$ cat src/rtl/vga_sync_detect_pkg.sv
// Shared 800x600@72 timing constants, counter widths, detector state encoding and
// saturating-counter helpers for the VGA sync detector.
package vga_sync_detect_pkg;

    // 800x600@72: 50 MHz pixel clock, 1040 x 666 total.
    localparam int VGA_H_VISIBLE     = 800;
    localparam int VGA_H_FRONT_PORCH = 56;
    localparam int VGA_H_SYNC        = 120;
    localparam int VGA_H_BACK_PORCH  = 64;
    localparam int VGA_H_PIXELS      = VGA_H_VISIBLE + VGA_H_FRONT_PORCH + VGA_H_SYNC + VGA_H_BACK_PORCH;
    localparam int VGA_V_VISIBLE     = 600;
    localparam int VGA_V_FRONT_PORCH = 37;
    localparam int VGA_V_SYNC        = 6;
    localparam int VGA_V_BACK_PORCH  = 23;
    localparam int VGA_V_PIXELS      = VGA_V_VISIBLE + VGA_V_FRONT_PORCH + VGA_V_SYNC + VGA_V_BACK_PORCH;

    localparam int DEF_LOCK_LINES = 4;
    localparam int DEF_H_TOL      = 0;

    // Published measurements are 11 bits; the line counter carries one extra bit so
    // the missing-sync watchdog at 2*H_PIXELS (2080) is reachable.
    localparam int CNT_W  = 11;
    localparam int LINE_W = CNT_W + 1;
    localparam int GOOD_W = 8;

    localparam logic [CNT_W-1:0]  CNT_MAX  = '1;
    localparam logic [LINE_W-1:0] LINE_MAX = '1;

    typedef enum logic [1:0] {
        ST_SEARCH = 2'd0,
        ST_CHECK  = 2'd1,
        ST_LOCKED = 2'd2
    } det_state_e;

    function automatic logic [CNT_W-1:0] cnt_inc(input logic [CNT_W-1:0] v);
        return (v == CNT_MAX) ? v : v + 1'b1;
    endfunction

    function automatic logic [LINE_W-1:0] line_inc(input logic [LINE_W-1:0] v);
        return (v == LINE_MAX) ? v : v + 1'b1;
    endfunction

    function automatic logic [CNT_W-1:0] clamp_meas(input logic [LINE_W-1:0] v);
        return (v > {1'b0, CNT_MAX}) ? CNT_MAX : v[CNT_W-1:0];
    endfunction

endpackage

$ cat src/rtl/vga_sync_detect_sync_edge_det.sv
// Two-flop synchronizer for an asynchronous sync input followed by a registered
// rising-edge pulse; the pulse appears three clocks after the input rises.
module sync_edge_det (
    input  logic clk,
    input  logic rst,
    input  logic async_i,
    output logic edge_o
);

    logic [2:0] sync_q;
    logic       edge_q;

    always_ff @(posedge clk or posedge rst) begin
        if (rst) begin
            sync_q <= '0;
            edge_q <= 1'b0;
        end else begin
            sync_q <= {sync_q[1:0], async_i};
            edge_q <= sync_q[1] & ~sync_q[2];
        end
    end

    assign edge_o = edge_q;

endmodule

$ cat src/rtl/vga_sync_detect.sv
// VGA timing receiver: measures line/frame periods from h/v sync, locks onto nominal
// timing and regenerates x/y/display_en. Define VGA_SYNC_DETECT_STATS_EN for lock_loss_cnt.
module vga_sync_detect
    import vga_sync_detect_pkg::*;
#(
    parameter int H_VISIBLE     = VGA_H_VISIBLE,
    parameter int H_PIXELS      = VGA_H_PIXELS,
    parameter int H_FRONT_PORCH = VGA_H_FRONT_PORCH,
    parameter int V_VISIBLE     = VGA_V_VISIBLE,
    parameter int V_PIXELS      = VGA_V_PIXELS,
    parameter int V_FRONT_PORCH = VGA_V_FRONT_PORCH,
    parameter int LOCK_LINES    = DEF_LOCK_LINES,
    parameter int H_TOL         = DEF_H_TOL
) (
    input  logic             clk,
    input  logic             rst,
    input  logic             h_sync_in,
    input  logic             v_sync_in,
    output logic             locked,
    output logic             display_en,
    output logic [CNT_W-1:0] x_pos,
    output logic [CNT_W-1:0] y_pos,
    output logic             frame_start,
    output logic [CNT_W-1:0] h_meas,
    output logic [CNT_W-1:0] v_meas
`ifdef VGA_SYNC_DETECT_STATS_EN
    ,
    output logic [15:0]      lock_loss_cnt
`endif
);

    localparam int H_LEAD = H_PIXELS - H_VISIBLE - H_FRONT_PORCH;
    localparam int V_LEAD = V_PIXELS - V_VISIBLE - V_FRONT_PORCH;

    localparam logic [LINE_W-1:0] H_LEAD_L    = LINE_W'(H_LEAD);
    localparam logic [LINE_W-1:0] H_END_L     = LINE_W'(H_LEAD + H_VISIBLE);
    localparam logic [LINE_W-1:0] H_MIN_L     = LINE_W'(H_PIXELS - H_TOL);
    localparam logic [LINE_W-1:0] H_MAX_L     = LINE_W'(H_PIXELS + H_TOL);
    localparam logic [LINE_W-1:0] H_TIMEOUT_L = LINE_W'(2 * H_PIXELS);
    localparam logic [CNT_W-1:0]  H_LEAD_C    = CNT_W'(H_LEAD);
    localparam logic [CNT_W-1:0]  V_LEAD_C    = CNT_W'(V_LEAD);
    localparam logic [CNT_W-1:0]  V_END_C     = CNT_W'(V_LEAD + V_VISIBLE);
    localparam logic [CNT_W-1:0]  V_PIX_C     = CNT_W'(V_PIXELS);
    localparam logic [GOOD_W-1:0] LOCK_C      = GOOD_W'(LOCK_LINES);

    logic h_edge, v_edge;

    sync_edge_det u_h_edge (.clk(clk), .rst(rst), .async_i(h_sync_in), .edge_o(h_edge));
    sync_edge_det u_v_edge (.clk(clk), .rst(rst), .async_i(v_sync_in), .edge_o(v_edge));

    logic [LINE_W-1:0] h_cnt_q, h_cnt_d, h_len;
    logic [CNT_W-1:0]  v_cnt_q, v_cnt_d, f_len;
    logic [CNT_W-1:0]  h_meas_q, h_meas_d, v_meas_q, v_meas_d;
    logic              v_arm_q, v_arm_d;
    logic              frame_end, line_good, frame_good, timeout;

    // A v-edge only arms the line reset; the h-edge that follows closes the frame,
    // so an h-edge in the same cycle still counts as the old frame's last line.
    always_comb begin
        h_len      = line_inc(h_cnt_q);
        f_len      = cnt_inc(v_cnt_q);
        frame_end  = h_edge & v_arm_q;
        line_good  = (h_len >= H_MIN_L) && (h_len <= H_MAX_L);
        frame_good = (f_len == V_PIX_C);
        timeout    = !h_edge && (h_len == H_TIMEOUT_L);
        h_cnt_d    = h_edge ? '0 : h_len;
        h_meas_d   = h_edge ? clamp_meas(h_len) : h_meas_q;
        v_cnt_d    = v_cnt_q;
        v_meas_d   = v_meas_q;
        if (h_edge) begin
            if (v_arm_q) begin
                v_cnt_d  = '0;
                v_meas_d = f_len;
            end else begin
                v_cnt_d  = f_len;
            end
        end
        v_arm_d = v_edge | (v_arm_q & ~h_edge);
    end

    always_ff @(posedge clk or posedge rst) begin
        if (rst) begin
            h_cnt_q  <= '0;
            v_cnt_q  <= '0;
            h_meas_q <= '0;
            v_meas_q <= '0;
            v_arm_q  <= 1'b0;
        end else begin
            h_cnt_q  <= h_cnt_d;
            v_cnt_q  <= v_cnt_d;
            h_meas_q <= h_meas_d;
            v_meas_q <= v_meas_d;
            v_arm_q  <= v_arm_d;
        end
    end

    det_state_e        state_q, state_d;
    logic [GOOD_W-1:0] good_q, good_d, good_inc;
    logic              armed_q, armed_d;

    // CHECK: after LOCK_LINES good lines the next frame boundary arms the frame check,
    // so the frame that decides lock is observed from its first line.
    always_comb begin
        state_d  = state_q;
        good_d   = good_q;
        armed_d  = armed_q;
        good_inc = (good_q >= LOCK_C) ? good_q : good_q + 1'b1;
        unique case (state_q)
            ST_SEARCH: begin
                if (h_edge && line_good) begin
                    state_d = ST_CHECK;
                    good_d  = 8'd1;
                    armed_d = 1'b0;
                end
            end
            ST_CHECK: begin
                if (h_edge) begin
                    if (!line_good) begin
                        state_d = ST_SEARCH;
                        good_d  = '0;
                        armed_d = 1'b0;
                    end else begin
                        good_d = good_inc;
                        if (frame_end && (good_inc >= LOCK_C)) begin
                            if (armed_q && frame_good) state_d = ST_LOCKED;
                            else                       armed_d = 1'b1;
                        end
                    end
                end
            end
            ST_LOCKED: begin
                if ((h_edge && (!line_good || (frame_end && !frame_good))) || timeout) begin
                    state_d = ST_SEARCH;
                    good_d  = '0;
                    armed_d = 1'b0;
                end
            end
            default: begin
                state_d = ST_SEARCH;
                good_d  = '0;
                armed_d = 1'b0;
            end
        endcase
    end

    logic             locked_q, display_en_q, frame_start_q;
    logic [CNT_W-1:0] x_pos_q, y_pos_q;
    logic             lock_d, in_window;

    assign lock_d    = (state_d == ST_LOCKED);
    assign in_window = (h_cnt_q >= H_LEAD_L) && (h_cnt_q < H_END_L) &&
                       (v_cnt_q >= V_LEAD_C) && (v_cnt_q < V_END_C);

`ifdef VGA_SYNC_DETECT_STATS_EN
    logic [15:0] lock_loss_q;
`endif

    always_ff @(posedge clk or posedge rst) begin
        if (rst) begin
            state_q       <= ST_SEARCH;
            good_q        <= '0;
            armed_q       <= 1'b0;
            locked_q      <= 1'b0;
            display_en_q  <= 1'b0;
            frame_start_q <= 1'b0;
            x_pos_q       <= '0;
            y_pos_q       <= '0;
`ifdef VGA_SYNC_DETECT_STATS_EN
            lock_loss_q   <= '0;
`endif
        end else begin
            state_q  <= state_d;
            good_q   <= good_d;
            armed_q  <= armed_d;
            locked_q <= lock_d;
            if (lock_d && in_window) begin
                display_en_q  <= 1'b1;
                frame_start_q <= (h_cnt_q == H_LEAD_L) && (v_cnt_q == V_LEAD_C);
                x_pos_q       <= h_cnt_q[CNT_W-1:0] - H_LEAD_C;
                y_pos_q       <= v_cnt_q - V_LEAD_C;
            end else begin
                display_en_q  <= 1'b0;
                frame_start_q <= 1'b0;
                x_pos_q       <= '0;
                y_pos_q       <= '0;
            end
`ifdef VGA_SYNC_DETECT_STATS_EN
            if (state_q == ST_LOCKED && state_d == ST_SEARCH && lock_loss_q != 16'hFFFF)
                lock_loss_q <= lock_loss_q + 16'd1;
`endif
        end
    end

    assign locked      = locked_q;
    assign display_en  = display_en_q;
    assign frame_start = frame_start_q;
    assign x_pos       = x_pos_q;
    assign y_pos       = y_pos_q;
    assign h_meas      = h_meas_q;
    assign v_meas      = v_meas_q;
`ifdef VGA_SYNC_DETECT_STATS_EN
    assign lock_loss_cnt = lock_loss_q;
`endif

endmodule
$ cat config.mk
export PLATFORM = sky130hd
export DESIGN_NAME = vga_sync_detect
export DESIGN_NICKNAME = d
export VERILOG_FILES = /design/src/rtl/vga_sync_detect_pkg.sv /design/src/rtl/vga_sync_detect_sync_edge_det.sv /design/src/rtl/vga_sync_detect.sv
export SDC_FILE = /design/constraint.sdc
export NUM_CORES = 1
export LEC_CHECK = 0
export ABC_AREA = 1
export ABC_CLOCK_PERIOD_IN_PS = 4600
export BUFFER_PORTS_ARGS = -buffer_cell sky130_fd_sc_hd__buf_2
export CAP_MARGIN = 20
export CORE_MARGIN = 3
export CORE_UTILIZATION = 50
export DETAILED_ROUTE_END_ITERATION = 10
export PLACE_DENSITY = 0.7
export SYNTH_ARGS = -nofsm -noshare
export SYNTH_HDL_FRONTEND = slang
export SYNTH_SLANG_ARGS = --single-unit
$ cat constraint.sdc
create_clock -name clk -period 4.6 [get_ports clk]
set_input_delay 0.46 -clock clk [delete_from_list [all_inputs] [get_ports clk]]
set_output_delay 0.46 -clock clk [all_outputs]
set_load 0.02 [all_outputs]
==> results of run 1 <==
==> layer usage <==
layer	routed length, µm	share of wire, %	up-vias
li1	-	-	1801
met1	4730	49	1682
met4	140	1.5	0
met5	0	0	-
met3	542	5.6	12
met2	4182	44	98
==> cells by family (layout without fill, tap and decap cells) <==
kind of cell / Yosys count / after routing / synth area share [%]
adder cells (fa/ha/maj): 8 / 8 / 2.254
AND/OR/NAND/NOR: 270 / 270 / 27.86
AO/OA/AOI/OAI: 63 / 63 / 7.718
flip-flops: 90 / 90 / 50.70
XOR/XNOR: 15 / 15 / 2.958
buffers and inverters: 91 / 145 / 8.422
other: 1 / 1 / 0.08443
==> power groups by stage <==
stage / clock network, W / registers [W] / logic, W
global placement: 0 / 0.000888 / 0.000242
CTS: 0.000559 / 0.000874 / 0.000246
global route: 0.000595 / 0.000881 / 0.000273
floorplan: 0 / 0.000911 / 0.000144
detailed placement: 0 / 0.000889 / 0.000244
finish: 0.000545 / 0.000875 / 0.000244
==> cells in the mapped netlist <==
cell and n:
sky130_fd_sc_hd__nand2_2 2, sky130_fd_sc_hd__inv_1 76, sky130_fd_sc_hd__xor2_1 12, sky130_fd_sc_hd__a211oi_1 1
sky130_fd_sc_hd__buf_4 2, sky130_fd_sc_hd__a31oi_1 1, sky130_fd_sc_hd__dfrtp_1 90, sky130_fd_sc_hd__xnor2_1 3
sky130_fd_sc_hd__o21ai_1 4, sky130_fd_sc_hd__o211ai_1 2, sky130_fd_sc_hd__nor2_4 2, sky130_fd_sc_hd__nor2_2 22
sky130_fd_sc_hd__o21ai_0 26, sky130_fd_sc_hd__nand4_1 14, sky130_fd_sc_hd__nor2_1 72, sky130_fd_sc_hd__nor3_1 9
sky130_fd_sc_hd__nand2_4 3, sky130_fd_sc_hd__nor4_1 2, sky130_fd_sc_hd__ha_1 8, sky130_fd_sc_hd__nand3_1 26
sky130_fd_sc_hd__nand3_4 1, sky130_fd_sc_hd__a21oi_1 18, sky130_fd_sc_hd__nand2_1 111, sky130_fd_sc_hd__nand3_2 3
sky130_fd_sc_hd__or2_1 1, sky130_fd_sc_hd__clkbuf_1 7, sky130_fd_sc_hd__o21ai_2 1, sky130_fd_sc_hd__buf_2 2
sky130_fd_sc_hd__clkinv_1 1, sky130_fd_sc_hd__conb_1 1, sky130_fd_sc_hd__o22ai_1 8, sky130_fd_sc_hd__buf_6 3
sky130_fd_sc_hd__nand3b_1 2, sky130_fd_sc_hd__o21bai_1 2
==> flip-flops by register name, summed over array words and instances (netlist names) <==
signal	count
frame_start	1
y_pos	11
display_en	1
v_meas	11
v_arm_q	1
u_h_edge.edge_o	1
v_cnt_q	11
h_cnt_q	12
good_q	8
h_meas	11
locked	1
u_v_edge.edge_o	1
x_pos	11
u_h_edge.sync_q	3
armed_q	1
state_q	2
u_v_edge.sync_q	3
==> worst max-delay path by stage <==
stage	startpoint	end
global placement	h_cnt_q[0]	x_pos[3]
CTS	h_cnt_q[0]	y_pos[10]
floorplan	rst	armed_q
global route	h_cnt_q[0]	y_pos[10]
finish	h_cnt_q[0]	y_pos[10]
detailed placement	h_cnt_q[0]	y_pos[10]
==> stage by stage <==
step	hold slack [ns]	utilization, %	worst slack (ns)	area (µm²)	power [W]
floorplan	0.3312	-	1.805	4442	0.001056
detailed placement	0.3412	56.45	1.879	4755	0.001134
global placement	0.3454	56.45	1.923	4755	0.001130
finish	0.2033	58.87	1.831	4959	0.001664
CTS	0.1919	58.87	1.831	4959	0.001679
global route	0.1800	58.87	1.571	4959	0.001749
==> final cells by class <==
cell class | instances | share of cell area, %
multi-input cells | 357 | 36.61
repair buffers | 52 | 5.349
clock inverters | 6 | 1.337
flip-flops and latches | 90 | 45.42
clock buffers | 10 | 2.776
well taps | 105 | 2.650
inverters | 77 | 5.854
==> critical path, delay by kind of cell (launching register included) <==
family | cells | cell delay [ns]
compound gates | 1 | 0.25
fa+ha+maj | 1 | 0.27
buf+inv | 1 | 0.10
flops | 1 | 0.45
simple gates | 12 | 1.60
==> impl_metrics.env, run 1 <==
export IMPL_post_synth_instance_area_um2=4442
export IMPL_initial_utilization_pct=52.73
export IMPL_post_synth_top_area_cell="sky130_fd_sc_hd__dfrtp_1"
export IMPL_clock_sink_count=90
export IMPL_mostFrequentLayoutCells="sky130_fd_sc_hd__nand2_1, sky130_fd_sc_hd__dfrtp_1, sky130_fd_sc_hd__inv_1"
export IMPL_layoutNonFillerInstCount=697
export IMPL_max_stage_delay_ns=0.45
export IMPL_path_common_cell="sky130_fd_sc_hd__nand2_1"
export IMPL_yosysUniqueCellTypes=34
export IMPL_synth_seq_area_share_pct=50.70
export IMPL_detailedRoute_firstIterationViolations=164
export IMPL_max_slew_margin_pct=46.86
export IMPL_cp_data_arrival_time_ns=3.04
export IMPL_routedWlPerCell_um=13.77
export IMPL_timing_final_crit_period_ns=2.769
export IMPL_final_fill_count=785
export IMPL_global_route_usage_met3_pct=4.517
export IMPL_power_density_nw_per_um2=335.6
export IMPL_area_of_the_die_um2=10050
export IMPL_clockBufferDepth=2
export IMPL_layout_area_overhead_vs_synth_pct=11.63
export IMPL_clock_tree_htree_level_count=3
export IMPL_reg2reg_to="y_pos[10]"
export IMPL_vias_per_cell=5.155
export IMPL_power_switching_w=0.0004883
export IMPL_final_hold_viol_count=0
export IMPL_worstReg2RegStart="h_cnt_q[0]"
export IMPL_critPathMaxFanout=23
export IMPL_grt_max_degree=49
export IMPL_synth_warning_count=0
export IMPL_power_static_leakage_nw=2.543
export IMPL_report_final_slew_viol_count=0
export IMPL_report_final_setup_viol=0
export IMPL_internal_power_w=0.001176
export IMPL_dr_pass1_iters=4
export IMPL_multiInputGateArea_um2=1815
export IMPL_grt_setup_unrepaired="false"
export IMPL_status="complete, no violations"
export IMPL_crit_path_end_kind="register"
export IMPL_busiest_layer="met2"
export IMPL_core_area_um2=8423
export IMPL_globalRouteTotalUtil_pct=20.41
export IMPL_yosysTopAreaCellShare_pct=50.70
export IMPL_cts_made_buffers=9
export IMPL_post_place_cells=681
export IMPL_clock_root_buffer="sky130_fd_sc_hd__clkbuf_8"
export IMPL_die_w_um=100.3
export IMPL_final_common_cell="sky130_fd_sc_hd__nand2_1"
export IMPL_cp_required_ns=4.87
export IMPL_r2r_slack_ns=1.83
export IMPL_worst_hold_path_type="in -> reg"
export IMPL_timing_critical_path_cells="ha_1, inv_1, nor2_4, nand3_4, o21ai_2, nand2_1, nor2_2, nand2_1, nor2_1, nand2_1, nand2_1, nand3_2, nand2_4, nand2_4, nor2_1"
export IMPL_timing_setup_tns_ns=0
export IMPL_tightest_slew_ns=0.7971
export IMPL_number_of_global_route_vias_before_repair=3499
export IMPL_gate_count_post_synth=538
export IMPL_globalplace_congestion=0.9290
export IMPL_clk_insertion_delay_late_ns=0.35
export IMPL_floorplan_die_height_um=100.3
export IMPL_ff_latch_area_um2=2252
export IMPL_post_cts_resized_instances=0
export IMPL_timing_max_cap_violations=0
export IMPL_globalRouteOverflowTotal=0
export IMPL_numPortBuffers=50
export IMPL_hold_path_startpoint="h_sync_in"
export IMPL_cts_tree="yes"
export IMPL_placementRows=33
export IMPL_detailedPlacementHpwl_um=7037
export IMPL_min_to="u_h_edge.sync_q[0]"
export IMPL_final_layout_size_suffix_gt1_share_pct=17.40
export IMPL_cts_setup_buffers=0
export IMPL_grt_met2_usage_pct=31.04
export IMPL_top_level_ports=51
export IMPL_synthTopCellsByArea="sky130_fd_sc_hd__dfrtp_1, sky130_fd_sc_hd__nand2_1, sky130_fd_sc_hd__inv_1"
export IMPL_peakVddDrop_mv=0.1904
export IMPL_standard_cell_with_the_maximum_stage_delay_on_the_critical_path="sky130_fd_sc_hd__dfrtp_1"
export IMPL_max_freq_mhz=361.2
export IMPL_flip_flop_and_latch_count_after_synthesis=90
export IMPL_timing_worst_setup_path_type="reg -> reg"
export IMPL_global_route_wire_length_before_repair_um=16330
export IMPL_finClkSkew_ns=0.01087
export IMPL_postSynthAreaPerCell_um2=8.256
export IMPL_final_nets=599
export IMPL_totalWireLength_um=9596
export IMPL_grtUsageMet1_pct=29.30
export IMPL_route_antenna_remaining_nets=0
export IMPL_p_sw_share_pct=29.34
export IMPL_hold_depth=1
export IMPL_finalCritPeriodShare_pct=60.19
export IMPL_worst_setup_path_start_kind="register"
export IMPL_pwr_share_clk_pct=32.8
export IMPL_route_detailed_drc=0
export IMPL_grt_antenna_before_repair=0
export IMPL_power_frac_seq_pct=52.6
export IMPL_ff2ff_path_depth=15
export IMPL_p_comb_share_pct=14.7
export IMPL_insertedDiodeCount=0
export IMPL_synthesis_nets=550
export IMPL_cts_hold_buffers_added=0
export IMPL_path_clk_slew_ns=0.09
export IMPL_vias=3593
(Power assumes the default switching activity.)
==> inputs of run 2 (changes only) <==
ABC_AREA = 0   (was 1)
ABC_CLOCK_PERIOD_IN_PS = 2800   (was 4600)
clock period = 2.8 ns   (was 4.6 ns; I/O delays follow)
==> run 2 against run 1 <==
The flow now finishes with violations (hold timing). Critical path depth fell by 6. Global-route usage rose by 0.52 points. Non-clock buffer count rose by 50. Cell area rose by 17%. Flip-flop and latch count did not move. Wire length rose by 19%. Synthesized cell count fell by 10%. Sequential power rose by 65%. Via count rose by 14%. Worst hold slack got worse by 0.22 ns. Maximum frequency rose by 0.61%. Clock skew barely moved. Critical endpoint is now good_q[2]. Largest cell class is now multi-input gates. Largest power group unchanged. Highest routed layer unchanged.
==> impl_metrics.env, run 2 <==
export IMPL_status="complete, but fails checks"
export IMPL_yosysUniqueCellTypes=65
export IMPL_clock_sink_count=90
export IMPL_synth_async_reset_ratio_pct=100.0
export IMPL_internal_power_w=0.002214
export IMPL_post_place_cells=667
export IMPL_path_clk_slew_ns=0.09
export IMPL_vias_per_cell=5.913
export IMPL_post_synth_instance_area_um2=4783
export IMPL_die_w_um=103.8
export IMPL_postPlaceCellArea_um2=5354
export IMPL_design_area_um2=5814
export IMPL_clock_tree_htree_level_count=3
export IMPL_cp_data_arrival_time_ns=3.03
export IMPL_pwr_share_clk_pct=35.2
export IMPL_worstReg2RegStart="h_cnt_q[0]"
export IMPL_postSynthAreaPerCell_um2=9.903
export IMPL_post_route_util_pct=62.63
export IMPL_numPortBuffers=50
export IMPL_synthFlopType="sky130_fd_sc_hd__dfrtp_1"
export IMPL_floorplan_die_height_um=103.8
export IMPL_yosysTopAreaCellShare_pct=47.08
export IMPL_tightest_slew_ns=0.7054
export IMPL_p_sw_share_pct=28.36
export IMPL_number_of_global_route_vias_before_repair=3794
export IMPL_power_static_leakage_nw=2.561
export IMPL_final_hold_viol_count=9
export IMPL_p_comb_share_pct=18.3
export IMPL_global_route_wire_length_before_repair_um=18650
export IMPL_gate_count_post_synth=483
export IMPL_max_stage_delay_ns=0.46
export IMPL_synth_edff_count=0
export IMPL_final_common_cell="sky130_fd_sc_hd__dfrtp_1"
export IMPL_totalWireLength_um=11440
export IMPL_routedWlPerCell_um=16.53
export IMPL_failed_checks="hold timing"
export IMPL_grt_antenna_before_repair=0
export IMPL_route_detailed_drc=0
export IMPL_holdWs_ns=-0.01312
export IMPL_synth_cells_most_frequent="sky130_fd_sc_hd__dfrtp_1, sky130_fd_sc_hd__nor2_1, sky130_fd_sc_hd__nand2_1"
export IMPL_power_frac_seq_pct=46.5
export IMPL_power_density_nw_per_um2=531.6
export IMPL_route_antenna_remaining_nets=0
export IMPL_detailedRoute_firstIterationViolations=255
export IMPL_critPathMaxFanout=8
export IMPL_synth_warning_count=0
export IMPL_finalCritPeriodShare_pct=98.28
export IMPL_globalRouteOverflowTotal=0
export IMPL_insertedDiodeCount=0
export IMPL_reg2reg_to="good_q[2]"
export IMPL_synthTopCellsByArea="sky130_fd_sc_hd__dfrtp_1, sky130_fd_sc_hd__a211oi_2, sky130_fd_sc_hd__xnor2_1"
export IMPL_layoutNonFillerInstCount=692
export IMPL_timing_final_crit_period_ns=2.752
export IMPL_clk_insertion_delay_late_ns=0.37
export IMPL_globalRouteTotalUtil_pct=20.93
export IMPL_flip_flop_and_latch_count_after_synthesis=90
export IMPL_area_of_the_die_um2=10780
export IMPL_initial_utilization_pct=51.52
export IMPL_standard_cell_with_the_maximum_stage_delay_on_the_critical_path="sky130_fd_sc_hd__or4_4"
export IMPL_globalplace_congestion=0.9518
export IMPL_max_slew_margin_pct=52.92
export IMPL_timing_max_cap_violations=0
export IMPL_cts_tree="yes"
export IMPL_timing_critical_path_cells="ha_1, buf_4, nand3_1, xnor2_2, and4_1, o21ai_1, or4_4, o221a_4, a22oi_1"
export IMPL_report_final_setup_viol=0
export IMPL_dr_pass1_iters=5
export IMPL_top_level_ports=51
export IMPL_mostFrequentLayoutCells="sky130_fd_sc_hd__dfrtp_1, sky130_fd_sc_hd__buf_2, sky130_fd_sc_hd__buf_4"
export IMPL_cts_made_buffers=9
export IMPL_layout_area_overhead_vs_synth_pct=21.55
export IMPL_cp_required_ns=3.08
export IMPL_ff2ff_path_depth=9
export IMPL_worst_setup_path_start_kind="register"
export IMPL_detailedPlacementHpwl_um=7881
export IMPL_core_area_um2=9284
export IMPL_clock_root_buffer="sky130_fd_sc_hd__clkbuf_8"
export IMPL_layout_setup_ws_ns=0.04803
export IMPL_grt_max_degree=51
export IMPL_cell_with_the_most_instances_after_synthesis="sky130_fd_sc_hd__dfrtp_1"
export IMPL_crit_path_end_kind="register"
export IMPL_final_layout_size_suffix_gt1_share_pct=29.48
export IMPL_clockBufferDepth=2
export IMPL_largest_register_ff_count=12
export IMPL_finClkSkew_ns=0.01089
export IMPL_peakVddDrop_mv=0.3172
export IMPL_final_nets=570
export IMPL_power_switching_w=0.0008767
export IMPL_preCtsSetupSlack_ns=0.05441
export IMPL_max_freq_mhz=363.4
export IMPL_placementRows=35
export IMPL_reg_with_most_ffs="h_cnt_q"
export IMPL_timing_setup_tns_ns=0
export IMPL_synthesis_nets=495
export IMPL_synth_seq_area_share_pct=47.08
export IMPL_r2r_slack_ns=0.05
export IMPL_vias=4092
export IMPL_timing_worst_setup_path_type="reg -> reg"
export IMPL_post_synth_top_area_cell="sky130_fd_sc_hd__dfrtp_1"
export IMPL_worst_hold_path_type="in -> async"
export IMPL_report_final_slew_viol_count=0
run 2: kinds of logic after synthesis:
logic type | synth area share (%)
multiplexers | 1.099
adder cells (fa/ha/maj) | 2.093
XOR/XNOR | 5.127
AND/OR/NAND/NOR | 17.53
flip-flops | 47.08
AO/OA/AOI/OAI | 21.76
other | 0.07840
buffers and inverters | 5.231
run 2: layout make-up:
class,count,area [µm²]
Fill cell,755,3470
Timing Repair Buffer,102,671.9
Sequential cell,90,2252
Multi-Input combinational cell,339,2424
Tap cell,129,161.4
Clock buffer,12,145.1
Inverter,16,61.31
Clock inverter,4,98.84
run 2: worst max-delay path, delay by kind of cell, from the launching register on:
kind	cells	cell delay, ns
DFF	1	0.44
adders and majority gates	1	0.26
and+or+nand+nor	3	0.85
AOI/OAI and AO/OA	3	0.63
xor gates and xnor gates	1	0.31
buffers and inverters	1	0.18
run 2: power groups by stage:
stage / sequential, W / clock [W] / combinational, W
finish: 0.00144 / 0.00109 / 0.000566
global route: 0.00145 / 0.00116 / 0.000621
CTS: 0.00143 / 0.00111 / 0.000545
detailed placement: 0.00146 / 0 / 0.000540
global placement: 0.00145 / 0 / 0.000529
floorplan: 0.00152 / 0 / 0.000270
run 2: per-layer routing:
layer | GRT usage [%] | routed length (µm) | part of all wire (%) | up-vias
met2 | 33.52 | 5586 | 49 | 154
met1 | 28.61 | 5044 | 44 | 2014
met4 | 6.838 | 242 | 2.1 | 0
met3 | 4.299 | 562 | 4.9 | 26
met5 | 0 | 0 | 0 | -
li1 | - | - | - | 1898
run 2: worst max-delay path by stage:
stage	start	to	slack (ns)	depth (start not counted)
after floorplan	v_cnt_q[0]	x_pos[1]	0.0009	10
after global placement	v_cnt_q[0]	x_pos[5]	0.14	9
after detailed placement	v_cnt_q[0]	y_pos[3]	0.05	10
after CTS	v_cnt_q[0]	x_pos[6]	0.02	10
after global routing	h_cnt_q[0]	good_q[2]	-0.03	8
final	h_cnt_q[0]	good_q[2]	0.05	9
run 2: stage by stage:
stage,total power (W),hold slack [ns]
6_report,0.003091,-0.01312
3_5_place_dp,0.001999,0.3441
3_3_place_gp,0.001983,0.3348
4_1_cts,0.003086,0.001167
5_1_grt,0.003234,0.008134
2_1_floorplan,0.001789,0.3114
run 2: what timing repair did:
action,4_1_cts,5_1_grt
setup buffers,0,8
endpoints found under the setup margin,0,33
gates resized for setup,0,29
hold buffers,1,0
endpoints found under the hold margin,1,0
